**config.mk**
```make
export PLATFORM = sky130hd
export DESIGN_NAME = decoder_seq
export DESIGN_NICKNAME = d
export VERILOG_FILES = /design/src/rtl/decoder_seq.sv
export SDC_FILE = /design/constraint.sdc
export NUM_CORES = 1
export LEC_CHECK = 0
export ABC_AREA = 1
export CORE_UTILIZATION = 45
export CTS_BUF_LIST = sky130_fd_sc_hd__clkbuf_16
export DETAILED_ROUTE_END_ITERATION = 8
export PLACE_DENSITY = 0.83
export REMOVE_ABC_BUFFERS = 1
export SLEW_MARGIN = 20
export SYNTH_ARGS = -nofsm -noshare
export SYNTH_HDL_FRONTEND = slang
export SYNTH_SLANG_ARGS = --single-unit
```
**constraint.sdc**
```tcl
create_clock -name clk -period 1.3 [get_ports clk]
set_input_delay 0.195 -clock clk [delete_from_list [all_inputs] [get_ports clk]]
set_output_delay 0.195 -clock clk [all_outputs]
set_load 0.005 [all_outputs]
```
**src/rtl/decoder_seq.sv**
```systemverilog
// decoder_seq: registered binary-to-one-hot decoder with single-beat DECODE and NUM_OUT-beat SWEEP modes
module decoder_seq #(
  parameter int SEL_W   = 3,
  parameter int NUM_OUT = 8
) (
  input  logic               clk,
  input  logic               rst,
  input  logic               in_valid,
  output logic               in_ready,
  input  logic [SEL_W-1:0]   sel,
  input  logic               mode,
  output logic               out_valid,
  input  logic               out_ready,
  output logic [NUM_OUT-1:0] y,
  output logic               err,
  output logic               busy
);
  localparam int CW = (NUM_OUT > 2) ? $clog2(NUM_OUT) : 1;
  localparam logic [CW-1:0] LAST = CW'(NUM_OUT - 1);
  localparam logic [NUM_OUT-1:0] ONE = NUM_OUT'(1);
  typedef enum logic [1:0] {IDLE, HOLD, SWEEP} state_t;
  state_t r_state, w_next;
  logic [CW-1:0] r_idx, r_beat, w_nidx;
  logic [NUM_OUT-1:0] r_y;
  logic r_err, r_valid, w_bad, w_last;
  // range check on the full-width index so out-of-range values are never aliased
  assign w_bad = 32'(sel) >= 32'(NUM_OUT);
  assign w_last = r_beat == LAST;
  assign w_nidx = (r_idx == LAST) ? '0 : r_idx + 1'b1;
  always_ff @(posedge clk) begin
    if (rst) r_state <= IDLE;
    else r_state <= w_next;
  end
  always_comb begin
    w_next = r_state;
    case (r_state)
      IDLE:    w_next = in_valid ? ((w_bad || !mode) ? HOLD : SWEEP) : IDLE;
      HOLD:    w_next = out_ready ? IDLE : HOLD;
      SWEEP:   w_next = (out_ready && w_last) ? IDLE : SWEEP;
      default: w_next = IDLE;
    endcase
  end
  always_comb begin
    in_ready  = (r_state == IDLE) && !rst;
    busy      = r_state != IDLE;
    out_valid = r_valid;
    y         = r_y;
    err       = r_err;
  end
  always_ff @(posedge clk) begin
    if (rst) begin
      r_y     <= '0;
      r_err   <= 1'b0;
      r_valid <= 1'b0;
      r_idx   <= '0;
      r_beat  <= '0;
    end else if (r_state == IDLE) begin
      if (in_valid) begin
        r_valid <= 1'b1;
        r_err   <= w_bad;
        r_y     <= w_bad ? '0 : ONE << sel;
        r_idx   <= CW'(sel);
        r_beat  <= '0;
      end
    end else if (out_ready) begin
      if (r_state == HOLD || w_last) begin
        r_y     <= '0;
        r_err   <= 1'b0;
        r_valid <= 1'b0;
      end else begin
        r_idx  <= w_nidx;
        r_beat <= r_beat + 1'b1;
        r_y    <= ONE << w_nidx;
      end
    end
  end
endmodule

```
==> results_dict.tcl <==
set metrics [dict create \
    grt_antenna_before_repair 0 \
    setup_viol 2 \
    setup_slack_ns -0.0697 \
    syn-cell-area_mm2 0.00103 \
    outcome "finished, violations left" \
    ys_seq_area_frac 0.329 \
    ctsLongestPathBuffers 2 \
    antenna_cells 0 \
    crit_arrival_ns 1.56 \
    cp_slowest_stage_delay_ns 0.31 \
    finalHoldViolations 0 \
    postLayoutCellArea_mm2 0.00155 \
    end_kind "flop" \
    grt_pass1_wl_mm 4.42 \
    async_flop_share 0 \
    rsz0062_at_grt "true" \
    pin_count 20 \
    via_per_inst 5.29 \
    synth_edf_count 0 \
    worst_path_max_delay_cell "dfxtp_1" \
    grtUsageTotal 0.243 \
    cp_max_fo 5 \
    core_mm2 0.00206 \
    ant_nets 0 \
    dp_hpwl_mm 1.77 \
    cts_buffers 3 \
    violations "setup timing" \
    drt_iter0_markers 50 \
    critPathLaunch "r_idx[0]" \
    min_from "out_valid" \
    gr-total-overflow 0 \
    cp_top_family "adder cells" \
    drive_gt1_frac 0.283 \
    synth_top_cell_by_area "dfxtp_1" \
    maxCapViolations 0 \
    synth_warnings 0 \
    nFillCells 133 \
    powerDensity_mw_per_mm2 1130 \
    required_ns 1.49 \
    cp_common_cell "nor2_1" \
    initial_core_util 0.502 \
    wl_mm 3.06 \
    cp_num_buf_inv 1 \
    die-area_mm2 0.00250 \
    utilization 0.751 \
    clock_latency_ns 0.26 \
    timing.fmax_mhz 730 \
    dpl_cell_area_mm2 0.00130 \
    gp_congestion 0.874 \
    cp-start-kind "flop" \
    synth_cells 153 \
    cts.clk_slew.worst_paths_ns 0.05 \
    yosysTopAreaCellShare 0.329 \
    dieWidth_um 50.0 \
    ys_ff_latch 17 \
    route.detailed.drc 0 \
    dp_slack_ns -0.179 \
    multi_input_area_um2 713 \
    nets 201 \
    cts_tree "yes" \
    clock_skew_ns 0.00746 \
    r2r-start "r_idx[0]" \
    syn_area_per_cell_um2 6.76 \
    die_h_um 50.0 \
    ys_types 20 \
    grt_pass1_vias 1001 \
    p_leak_nw 0.748 \
    drt_pass1_iterations 5 \
    synthTopCellsByArea "dfxtp_1 (33%), nand2_1 (11%), ha_1 (9.7%), nor2_1 (9.1%), nand3_1 (6.3%)" \
    fp-row-count 16 \
    vias 1117 \
    cts_htree_levels 1 \
    regArea_um2 352 \
    synthTopCellsByCount "nand2_1 (30), nor2_1 (25), dfxtp_1 (17), inv_1 (15), nand3_1 (13)" \
    portBuffers 18 \
    min_path_type "flop to flop" \
    area_growth_pct 49.7 \
    grt_max_degree 25 \
    yosysMostFrequentCell "nand2_1" \
    cts.sinks 17 \
    fin_crit_ns 1.37 \
    vdd_drop_max_v 0.00118 \
    worstPathCellList "ha_2 > ha_4 > inv_2 > o21ai_0 > nor2_1 > nor2_1" \
    cts_root_buffer "clkbuf_16" \
    wl_per_cell_um 14.5 \
    period_share 1.05 \
    slew_viol_final 0 \
    synth_ff_type "dfxtp_1" \
    crit_type "flop to flop" \
]
cell families (layout without fill, tap and decap cells):
family / Yosys count / in the layout / share of synthesized area
other: 1 / 1 / 0.00362
AND/OR/NAND/NOR: 82 / 82 / 0.357
AO/OA/AOI/OAI: 23 / 23 / 0.112
buffers and inverters: 22 / 53 / 0.102
adder cells (fa/ha/maj): 8 / 8 / 0.0967
flip-flops: 17 / 17 / 0.329
sequential cells by signal, indices dropped and copies added, names as in the netlist:
signal	flops
r_beat	3
r_state	2
out_valid	1
r_idx	3
y	8
power breakdown:
part | switching [mW] | internal (mW)
Combinational | 0.295 | 0.223
Clock | 0.221 | 0.410
Sequential | 0.0339 | 0.573
Total | 0.550 | 1.21
layout by cell type, fill, tap and decap left out, drive strengths merged:
master and count:
dlygate4sd2 2, a21oi 9, conb 1, clkbuf 3, dlymetal6s2s 5, clkinvlp 1, ha 8, nand2 38
o22ai 1, o21ai 13, nor3 4, clkdlybuf4s50 11, buf 14, inv 17, nor2 26, nand3 13
dfxtp 17, and2 1
per-layer routing:
metal | track usage | part of all wire | wire length (um)
met1 | 0.272 | 0.42 | 1280
met3 | 0.0525 | 0.051 | 157
met2 | 0.412 | 0.49 | 1510
met5 | 0 | 0 | 0
met4 | 0.152 | 0.040 | 121
per-stage QoR:
stage | instances | power (mW) | setup TNS (ns) | hold slack [ns]
floorplan | 148 | 0.850 | -0.0122 | 0.264
global placement | 205 | 1.03 | -0.820 | 0.446
detailed placement | 205 | 1.05 | -1.51 | 0.458
CTS | 209 | 1.71 | 0 | 0.465
global route | 211 | 1.83 | -0.478 | 0.515
finish | 211 | 1.76 | -0.0702 | 0.471
final cells by class:
type	instances	area share
Clock inverter	1	0.00242
Sequential cell	17	0.227
Timing Repair Buffer	32	0.193
Multi-Input combinational cell	114	0.460
Tap cell	27	0.0218
Inverter	17	0.0468
Clock buffer	3	0.0485
final timing paths:
path	to	slack (ns)	cells after the start
worst max register to register	r_idx[2]	-0.07	6
worst min register to register	out_valid	0.47	2
worst max-delay path	r_idx[2]	-0.07	6
worst min-delay path	out_valid	0.47	2
timing repair:
item                       CTS  global route
pin swaps                    2             7
buffers inserted             0             2
hold buffers                 0             0
resized for setup           24            21
setup endpoints to repair   18            20
worst register-to-register path: stages (launching register included):
cell and delay, ns:
dfxtp_1 0.31, ha_2 0.20, ha_4 0.31, inv_2 0.07, o21ai_0 0.23, nor2_1 0.09
nor2_1 0.10
No activity file was read; power rests on OpenSTA's default activity.
